**src/rtl/trace_pkg.sv**
```systemverilog
// Shared definitions for the commit trace buffer: ebreak encoding, counter
// widths and the packed layout of one trace entry (cycle stamp appended by the user).
package trace_pkg;
    localparam int PC_W   = 64;
    localparam int INST_W = 32;
    localparam int SEQ_W  = 64;

    localparam logic [INST_W-1:0] EBREAK_INST = 32'h0010_0073;

    typedef struct packed {
        logic [PC_W-1:0]   pc;
        logic [INST_W-1:0] inst;
        logic [SEQ_W-1:0]  seq;
    } trace_entry_t;

    localparam int ENTRY_BASE_W = $bits(trace_entry_t);
endpackage

```
**src/rtl/commit_trace_buf_if.sv**
```systemverilog
// Trace output channel: head entry presented with valid, consumer answers with ready.
interface commit_trace_buf_if #(
    parameter int TS_W = 32
);
    import trace_pkg::*;

    logic              tr_valid;
    logic              tr_ready;
    logic [PC_W-1:0]   tr_pc;
    logic [INST_W-1:0] tr_inst;
    logic [SEQ_W-1:0]  tr_seq;
    logic [TS_W-1:0]   tr_cycle;

    modport master (
        output tr_valid, tr_pc, tr_inst, tr_seq, tr_cycle,
        input  tr_ready
    );

    modport slave (
        input  tr_valid, tr_pc, tr_inst, tr_seq, tr_cycle,
        output tr_ready
    );
endinterface

```
**src/rtl/sync_fifo.sv**
```systemverilog
// First-word-fall-through synchronous FIFO on a flat register array.
// The caller must not push when full unless it pops in the same cycle.
module sync_fifo #(
    parameter int DEPTH = 16,
    parameter int WIDTH = 8
) (
    input  logic                     clk,
    input  logic                     rst,
    input  logic                     push,
    input  logic [WIDTH-1:0]         wdata,
    input  logic                     pop,
    output logic [WIDTH-1:0]         rdata,
    output logic                     full,
    output logic                     empty,
    output logic [$clog2(DEPTH):0]   level
);
    localparam int AW = $clog2(DEPTH);
    localparam logic [AW:0] PTR_ONE = {{AW{1'b0}}, 1'b1};

    logic [AW:0]      wr_ptr_q, wr_ptr_d;
    logic [AW:0]      rd_ptr_q, rd_ptr_d;
    logic [WIDTH-1:0] mem_q [DEPTH];
    logic [WIDTH-1:0] mem_d [DEPTH];

    always_comb begin
        wr_ptr_d = wr_ptr_q;
        rd_ptr_d = rd_ptr_q;
        mem_d    = mem_q;
        if (push) begin
            mem_d[wr_ptr_q[AW-1:0]] = wdata;
            wr_ptr_d = wr_ptr_q + PTR_ONE;
        end
        if (pop) begin
            rd_ptr_d = rd_ptr_q + PTR_ONE;
        end
    end

    // Storage is never reset; only the pointers define what is valid.
    always_ff @(posedge clk) begin
        mem_q <= mem_d;
    end

    always_ff @(posedge clk) begin
        if (rst) begin
            wr_ptr_q <= '0;
            rd_ptr_q <= '0;
        end else begin
            wr_ptr_q <= wr_ptr_d;
            rd_ptr_q <= rd_ptr_d;
        end
    end

    // Extra pointer MSB tells a full wrap apart from empty.
    assign empty = (wr_ptr_q == rd_ptr_q);
    assign full  = (wr_ptr_q[AW] != rd_ptr_q[AW]) &&
                   (wr_ptr_q[AW-1:0] == rd_ptr_q[AW-1:0]);
    assign level = wr_ptr_q - rd_ptr_q;
    assign rdata = mem_q[rd_ptr_q[AW-1:0]];
endmodule

```
**src/rtl/commit_trace_buf.sv**
```systemverilog
// Captures retired instructions with sequence number and cycle stamp into a FIFO
// for a trace consumer; drops (and counts) on overflow, halts capture after ebreak.
module commit_trace_buf
    import trace_pkg::*;
#(
    parameter int DEPTH = 16,
    parameter int TS_W  = 32,
    parameter int DC_W  = 32
) (
    input  logic                    clk,
    input  logic                    rst,
    input  logic                    cm_valid,
    input  logic [PC_W-1:0]         cm_pc,
    input  logic [INST_W-1:0]       cm_inst,
    input  logic                    resume,
    commit_trace_buf_if.master      tr,
    output logic [$clog2(DEPTH):0]  level,
    output logic [DC_W-1:0]         drop_cnt,
    output logic                    halted
);
    localparam int EW = ENTRY_BASE_W + TS_W;

    localparam logic [0:0] ST_CAPTURE = 1'b0;
    localparam logic [0:0] ST_HALT    = 1'b1;

    localparam logic [SEQ_W-1:0] SEQ_ONE = {{(SEQ_W-1){1'b0}}, 1'b1};
    localparam logic [TS_W-1:0]  CYC_ONE = {{(TS_W-1){1'b0}}, 1'b1};
    localparam logic [DC_W-1:0]  DC_ONE  = {{(DC_W-1){1'b0}}, 1'b1};

    logic [0:0]       state_q, state_d;
    logic [SEQ_W-1:0] seq_q, seq_d;
    logic [TS_W-1:0]  cyc_q, cyc_d;
    logic [DC_W-1:0]  drop_cnt_q, drop_cnt_d;

    logic         accept, push, pop, drop;
    logic         fifo_full, fifo_empty;
    logic [EW-1:0] fifo_wdata, fifo_rdata;
    trace_entry_t wr_entry, head;
    logic [TS_W-1:0] head_cyc;

    assign accept = cm_valid && (state_q == ST_CAPTURE);
    assign pop    = !fifo_empty && tr.tr_ready;
    // A pop in the same cycle frees a slot, so a full buffer still takes the commit.
    assign push   = accept && (!fifo_full || pop);
    assign drop   = accept && fifo_full && !pop;

    assign wr_entry   = '{pc: cm_pc, inst: cm_inst, seq: seq_q};
    assign fifo_wdata = {wr_entry, cyc_q};

    sync_fifo #(
        .DEPTH (DEPTH),
        .WIDTH (EW)
    ) u_fifo (
        .clk   (clk),
        .rst   (rst),
        .push  (push),
        .wdata (fifo_wdata),
        .pop   (pop),
        .rdata (fifo_rdata),
        .full  (fifo_full),
        .empty (fifo_empty),
        .level (level)
    );

    always_comb begin
        cyc_d      = cyc_q + CYC_ONE;
        seq_d      = accept ? seq_q + SEQ_ONE : seq_q;
        drop_cnt_d = drop_cnt_q;
        if (drop && (drop_cnt_q != '1)) begin
            drop_cnt_d = drop_cnt_q + DC_ONE;
        end
        state_d = state_q;
        case (state_q)
            ST_CAPTURE: if (accept && (cm_inst == EBREAK_INST)) state_d = ST_HALT;
            ST_HALT:    if (resume) state_d = ST_CAPTURE;
            default:    state_d = ST_CAPTURE;
        endcase
    end

    always_ff @(posedge clk) begin
        if (rst) begin
            state_q    <= ST_CAPTURE;
            seq_q      <= '0;
            cyc_q      <= '0;
            drop_cnt_q <= '0;
        end else begin
            state_q    <= state_d;
            seq_q      <= seq_d;
            cyc_q      <= cyc_d;
            drop_cnt_q <= drop_cnt_d;
        end
    end

    assign head     = trace_entry_t'(fifo_rdata[EW-1:TS_W]);
    assign head_cyc = fifo_rdata[TS_W-1:0];

    // Head fields are forced to zero so stale storage never leaks out.
    assign tr.tr_valid = !fifo_empty;
    assign tr.tr_pc    = fifo_empty ? '0 : head.pc;
    assign tr.tr_inst  = fifo_empty ? '0 : head.inst;
    assign tr.tr_seq   = fifo_empty ? '0 : head.seq;
    assign tr.tr_cycle = fifo_empty ? '0 : head_cyc;

    assign drop_cnt = drop_cnt_q;
    assign halted   = (state_q == ST_HALT);
endmodule

```
**src/flat_wrapper.sv**
```systemverilog
// flat-port wrapper written by rule: the top's interface ports become plain ports
module commit_trace_buf_flat import trace_pkg::*;
#(
    parameter int DEPTH = 16,
    parameter int TS_W  = 32,
    parameter int DC_W  = 32
)
  (clk, rst, cm_valid, cm_pc, cm_inst, resume, level, drop_cnt, halted, tr_tr_valid, tr_tr_pc, tr_tr_inst, tr_tr_seq, tr_tr_cycle, tr_tr_ready);
  commit_trace_buf_if #(.TS_W(TS_W)) tr_i ();
  input  logic clk;
  input  logic rst;
  input  logic cm_valid;
  input  logic [PC_W-1:0] cm_pc;
  input  logic [INST_W-1:0] cm_inst;
  input  logic resume;
  output logic [$clog2(DEPTH):0] level;
  output logic [DC_W-1:0] drop_cnt;
  output logic halted;
  output wire logic [$bits(tr_i.tr_valid)-1:0] tr_tr_valid;
  output wire logic [$bits(tr_i.tr_pc)-1:0] tr_tr_pc;
  output wire logic [$bits(tr_i.tr_inst)-1:0] tr_tr_inst;
  output wire logic [$bits(tr_i.tr_seq)-1:0] tr_tr_seq;
  output wire logic [$bits(tr_i.tr_cycle)-1:0] tr_tr_cycle;
  input wire logic [$bits(tr_i.tr_ready)-1:0] tr_tr_ready;
  assign tr_tr_valid = tr_i.tr_valid;
  assign tr_tr_pc = tr_i.tr_pc;
  assign tr_tr_inst = tr_i.tr_inst;
  assign tr_tr_seq = tr_i.tr_seq;
  assign tr_tr_cycle = tr_i.tr_cycle;
  assign tr_i.tr_ready = tr_tr_ready;
  commit_trace_buf #(.DEPTH(DEPTH), .TS_W(TS_W), .DC_W(DC_W)) u_core (.clk(clk), .rst(rst), .cm_valid(cm_valid), .cm_pc(cm_pc), .cm_inst(cm_inst), .resume(resume), .tr(tr_i), .level(level), .drop_cnt(drop_cnt), .halted(halted));
endmodule
```
**config.mk**
```make
export PLATFORM = sky130hd
export DESIGN_NAME = commit_trace_buf_flat
export DESIGN_NICKNAME = d
export VERILOG_FILES = /design/src/rtl/trace_pkg.sv /design/src/rtl/commit_trace_buf_if.sv /design/src/rtl/sync_fifo.sv /design/src/rtl/commit_trace_buf.sv /design/src/flat_wrapper.sv
export SDC_FILE = /design/constraint.sdc
export NUM_CORES = 2
export LEC_CHECK = 0
export CAP_MARGIN = 10
export CORE_MARGIN = 2
export CORE_UTILIZATION = 44
export DETAILED_ROUTE_END_ITERATION = 16
export SLEW_MARGIN = 0
export SYNTH_ARGS = -nofsm -noshare
export SYNTH_HDL_FRONTEND = slang
export SYNTH_SLANG_ARGS = --single-unit
```
**constraint.sdc**
```tcl
create_clock -name clk -period 17.46 [get_ports clk]
set_clock_uncertainty 0.05 [all_clocks]
set_input_delay 2.619 -clock clk [delete_from_list [all_inputs] [get_ports clk]]
set_output_delay 2.619 -clock clk [all_outputs]
set_load 0.01 [all_outputs]
```
After elaboration in Yosys (flattened, before gate mapping)
Index checks and enable logic that the tools add are counted.
{"block": "word_totals", "regBits": 3211, "word_cells": 65}
{"block": "classes", "add_sub_neg": 6, "n_mux": 13, "n_lt_le_gt_ge": 3, "n_eq_ne": 5, "bitwise": 3, "reduce_logical": 13}
{"operator": "bitwise mux 3072 bit", "count": 1}
{"operator": "binary-select mux 192 bit (select 4 bit)", "count": 1}
{"operator": "demux 192 bit (select 4 bit)", "count": 1}
{"operator": "two-way mux 192 bit", "count": 3}
{"operator": "two-way mux 64 bit", "count": 2}
{"operator": "adder 32 x 1 -> 32 bit, second input constant", "count": 2}
{"operator": "adder 64 x 1 -> 64 bit, second input constant", "count": 1}
{"operator": "two-way mux 32 bit", "count": 2}
{"operator": "equality test 32 x 21 -> 1 bit, second input constant", "count": 1}
{"operator": "inequality test 32 bit, second input constant", "count": 1}
{"operator": "adder 5 x 1 -> 5 bit, second input constant", "count": 2}
{"operator": ">= comparator 5 bit, second input constant", "count": 2}
{"operator": "NOT 4 -> 5 bit", "count": 2}
{"operator": "logical AND 1 bit", "count": 9}
{"operator": "equality test 5 bit", "count": 1}
{"operator": "less-than comparator 5 x 1 -> 1 bit, second input constant", "count": 1}
{"operator": "subtractor 5 bit", "count": 1}
{"operator": "equality test 4 bit", "count": 1}
{"operator": "logical NOT 1 bit", "count": 3}
{"operator": "two-way mux 1 bit", "count": 2}
{"operator": "one-hot mux 1 bit (2 select lines)", "count": 1}
{"operator": "logical OR 1 bit", "count": 1}
{"operator": "inequality test 1 bit", "count": 1}
{"operator": "NOT 1 bit", "count": 1}

Logic depth before layout (Yosys ltp)
{"block": "depth", "ltp_word": 6, "ltp_mapped": 12, "mapped_depth_nobuf": 7}

By module
Synthesis repeated with hierarchy kept, for this count alone.
{"block": "hier_totals", "hier_cells": 5773, "hier_area_um2": 122708.9}
{"mod": "sync_fifo", "cells_per_inst": 4816, "seq_area_each_um2": 92448.7, "area_per_inst_um2": 115233.0, "n_inst": 1}
{"mod": "commit_trace_buf", "cells_per_inst": 957, "seq_area_each_um2": 2582.5, "area_per_inst_um2": 7475.9, "n_inst": 1}

Worst setup path before layout
Ideal clock, no wire load.
{"block": "synth_timing", "kind": "input to register", "start": "in cm_valid", "end": "reg u_core.u_fifo.mem_q[2304] in the netlist's numbering (enable)", "arrival_ps": 16471, "setup_slack_ps": -41, "required_ps": 16430, "n_path_buf": 1, "path_stages": 4, "cell_sequence": "nor2b_1 -> clkbuf_1 -> o311ai_0 -> nor3_1"}
{"block": "synth_via", "elab_chain_len": 2}
{"item": "start: declaration", "line_no": "flat_wrapper.sv:12", "rtl": "input logic cm_valid;"}
{"item": "logical AND 1 bit", "line_no": "commit_trace_buf.sv:41", "rtl": "assign accept = cm_valid && (state_q == ST_CAPTURE);"}
{"item": "logical AND 1 bit", "line_no": "commit_trace_buf.sv:44", "rtl": "assign push = accept && (!fifo_full || pop);"}
{"item": "end signal: assignment", "line_no": "sync_fifo.sv:40", "rtl": "mem_q <= mem_d;"}
{"item": "end: declaration", "line_no": "sync_fifo.sv:22", "rtl": "logic [WIDTH-1:0] mem_q [DEPTH];"}
Every way passes these cells.
A chain may end at the register's enable or synchronous reset.

Worst setup path after layout
{"block": "layout_timing", "start": "reg u_core.u_fifo.rd_ptr_q[1]", "end": "out tr_tr_inst[27]"}
{"block": "layout_via", "elab_chain_len": 5, "elab_cells_between_ends": 6, "cone_classes": "1 x eq/ne; 4 x mux; 1 x bitwise"}
{"item": "start: declaration", "line_no": "sync_fifo.sv:21", "rtl": "logic [AW:0] rd_ptr_q, rd_ptr_d;"}
{"item": "start signal: assignment", "line_no": "sync_fifo.sv:49", "rtl": "rd_ptr_q <= rd_ptr_d;"}
{"item": "NOT 4 -> 5 bit (not written as such)", "line_no": "sync_fifo.sv:58", "rtl": "assign rdata = mem_q[rd_ptr_q[AW-1:0]];"}
{"item": "binary-select mux 192 bit (select 4 bit)", "line_no": "sync_fifo.sv:58"}
{"item": "two-way mux 192 bit (not written as such) (2 in series)", "line_no": "sync_fifo.sv:58"}
{"item": "two-way mux 32 bit (*)", "line_no": "commit_trace_buf.sv:100", "rtl": "assign tr.tr_inst = fifo_empty ? '0 : head.inst;"}
{"item": "end: declaration", "line_no": "flat_wrapper.sv:21", "rtl": "output wire logic [$bits(tr_i.tr_inst)-1:0] tr_tr_inst;"}
Every way passes the cells marked *; elsewhere a longest branch is shown, timed or not. The select of a mux whose other input is x is not followed.

==> impl_metrics.toml <==
[yosys]
synth_edf_count = 3072
synth_cells = 5297
synth_seq_cells = 3211
ys_types = 52
yosysSeqAreaShare_pct = 77.4
yosys_warnings = 0
synth-async-reset-ratio_pct = 0
synth_nets = 5411
syn_area_mm2 = 0.123
avgSynthCellArea_um2 = 23.2
ys.flop_type = "edfxtp_1"

[detailed_routing]
drc = 0
wl_per_cell_um = 30.3
vias = 57500
wirelength_mm = 297
vias_per_cell = 5.87
first_pass_iters = 5
drtIter0Drc = 6337
ant_nets = 0

[clock_tree]
postCtsHoldBufs = 0
clk-insertion-delay-late_ns = 0.90
clk_pin_slew_ns = 0.06
numCtsBuffers = 335
cts_tree = "yes"
clock-sinks = 3211
cts_buffer_depth = 4
cts-root-buf = "clkbuf_16"
h-tree-depth = 5
post_cts_buffers = 0
cts_resized = 0

[global_routing]
grt_pass1_vias = 60100
overflow = 0
antenna_found_initial = 29
track_usage_pct = 20.8
grt_pass1_wl_mm = 426
grt_max_degree = 138

[critical_path]
cp-end-kind = "primary output"
worstPathRequired_ns = 14.79
timing.rr.end = "u_core.u_fifo.mem_q[297]"
cp-start-kind = "flip-flop"
startpoint = "u_core.u_fifo.rd_ptr_q[1]"
crit_fanout = 137
crit_end = "tr_tr_inst[27]"
r2r-start = "u_core.u_fifo.rd_ptr_q[2]"
critPathKind = "flip-flop to primary output"
reg2regPathDepth = 9
critPathArrivalTime_ns = 7.62
rrSetupSlack_ns = 11.46

[power_and_ir_drop]
pwr-share-comb_pct = 12.2
p_sw_uw = 4060
sw_frac_of_total_pct = 22.9
p_int_uw = 13700
p_clk_share_pct = 39.8
powerDensity_mw_per_mm2 = 125
ir_drop_uv = 91.1
seq_power_share_pct = 48.0
p_leak_uw = 0.0434

[timing]
period_minus_slack_ns = 10.29
rsz0062_at_grt = "no"
layout_setup_ws_ns = 7.17
layout_worst_path_cycle_share_pct = 58.9
slew_headroom_pct = 23.4
slew_violations = 0
fin_setup_tns_ns = 0
hold_viol_final = 0
tightest_slew_ns = 1.15
timing.fmax_mhz = 97.2
timing.hold.ws_ns = 0.448
setup_violations = 0

[die]
core_area_mm2 = 0.277
ioPinCount = 332
rows = 193
start_util_pct = 44.3
fp.dieH_um = 532
dieArea_mm2 = 0.283
die_w_um = 532

[placement]
gp_congestion = 0.730
hpwl_mm = 147
place.port_buffers = 331
place_ws_ns = 8.00

[finish]
final_layout_size_suffix_gt1_share_pct = 26.0
syn2layout_area_growth_pct = 15.4
final_cell_mix = "edfxtp_1, mux4_2, clkbuf_16"
final_nets = 5913
nFillCells = 21600
final_common_cell = "edfxtp_1"

[hold_path]
hp-class = "flip-flop to flip-flop"

[job]
maxCapViolations = 0

[run_status]
status = "finished, final reports clean"
## worst max-delay path, cell delays in order, from the launching register on
cell and delay, ns:
dfxtp_4 0.84, buf_4 0.85, buf_4 0.89, buf_12 0.73, buf_4 0.76, buf_4 0.75, mux4_2 0.40, mux4_2 0.49
and2_1 0.22, clkdlybuf4s50_1 0.50
## synthesized netlist by cell type (30+ instances only)
library cell / n / area [um2]
edfxtp_1: 3072 / 92200
a21oi_1: 72 / 360
clkbuf_1: 223 / 837
or4_1: 30 / 225
or3_1: 37 / 231
buf_1: 46 / 173
nand3_1: 36 / 180
nand2_1: 58 / 218
dfxtp_1: 139 / 2780
xnor2_1: 55 / 482
and2_1: 194 / 1210
nor2_1: 96 / 360
mux4_2: 960 / 21600
nand4_1: 36 / 225
o21ai_0: 38 / 190
## per-stage QoR
stage | instance area [um2] | utilization (%) | power, uW | instances
after detailed placement | 131000 | 47.3 | 10900 | 9166
after global routing | 142000 | 51.2 | 18300 | 9784
after CTS | 142000 | 51.2 | 18000 | 9778
final | 142000 | 51.2 | 17700 | 9793
after floorplan | 123000 | - | 10000 | 5297
after global placement | 131000 | 47.3 | 10900 | 9166
## logic make-up after synthesis
logic type,count (synthesis),share of synthesized area (%)
flip-flops,3211,77.4
multiplexers,963,17.6
AND/OR/NAND/NOR,590,2.75
buffers and inverters,304,0.943
AO/OA/AOI/OAI,148,0.686
XOR/XNOR,68,0.485
adder cells (fa/ha/maj),13,0.139
## how the worst min path moves through the flow
stage	startpoint	to	slack [ns]	cells after the start
5_1_grt	u_core.drop_cnt[17]	u_core.drop_cnt[17]	0.49	2
4_1_cts	u_core.drop_cnt[27]	u_core.drop_cnt[27]	0.45	2
2_1_floorplan	u_core.u_fifo.rd_ptr_q[4]	u_core.u_fifo.rd_ptr_q[4]	0.45	2
3_5_place_dp	u_core.drop_cnt[27]	u_core.drop_cnt[27]	0.43	2
3_3_place_gp	u_core.drop_cnt[31]	u_core.drop_cnt[31]	0.43	2
6_report	u_core.drop_cnt[27]	u_core.drop_cnt[27]	0.45	2
## routing by layer
metal | GRT usage [%] | share of wire (%) | up-vias
li1 | - | - | 23600
met1 | 29.9 | 43 | 31400
met2 | 33.1 | 48 | 2002
met3 | 3.63 | 6.8 | 398
met4 | 5.09 | 2.3 | 16
met5 | 0 | 0.030 | -
## power groups by stage
stage	logic (uW)	registers [uW]	clock network, uW
after floorplan	1350	8690	0
after global placement	2220	8670	0
after detailed placement	2220	8680	0
after CTS	2230	8520	7210
after global routing	2320	8520	7510
final	2170	8520	7060
## final cells by class
cell class / instances / area [um2] / share of cell area [%]
Sequential cell: 3211 / 95000 / 67.0
Antenna cell: 14 / 35.0 / 0.0247
Clock inverter: 189 / 1950 / 1.37
Clock buffer: 423 / 8900 / 6.28
Timing Repair Buffer: 441 / 4350 / 3.07
Inverter: 28 / 113 / 0.0794
Multi-Input combinational cell: 1782 / 26800 / 18.9
Tap cell: 3705 / 4640 / 3.27
## sequential cells by signal (all words and copies together) (netlist names)
name                    count
u_core.halted               1
u_core.cyc_q               32
u_core.u_fifo.rd_ptr_q      5
u_core.seq_q               64
u_core.u_fifo.mem_q      3072
u_core.drop_cnt            32
u_core.u_fifo.wr_ptr_q      5
Note: power is estimated with default switching activity, not from simulation.
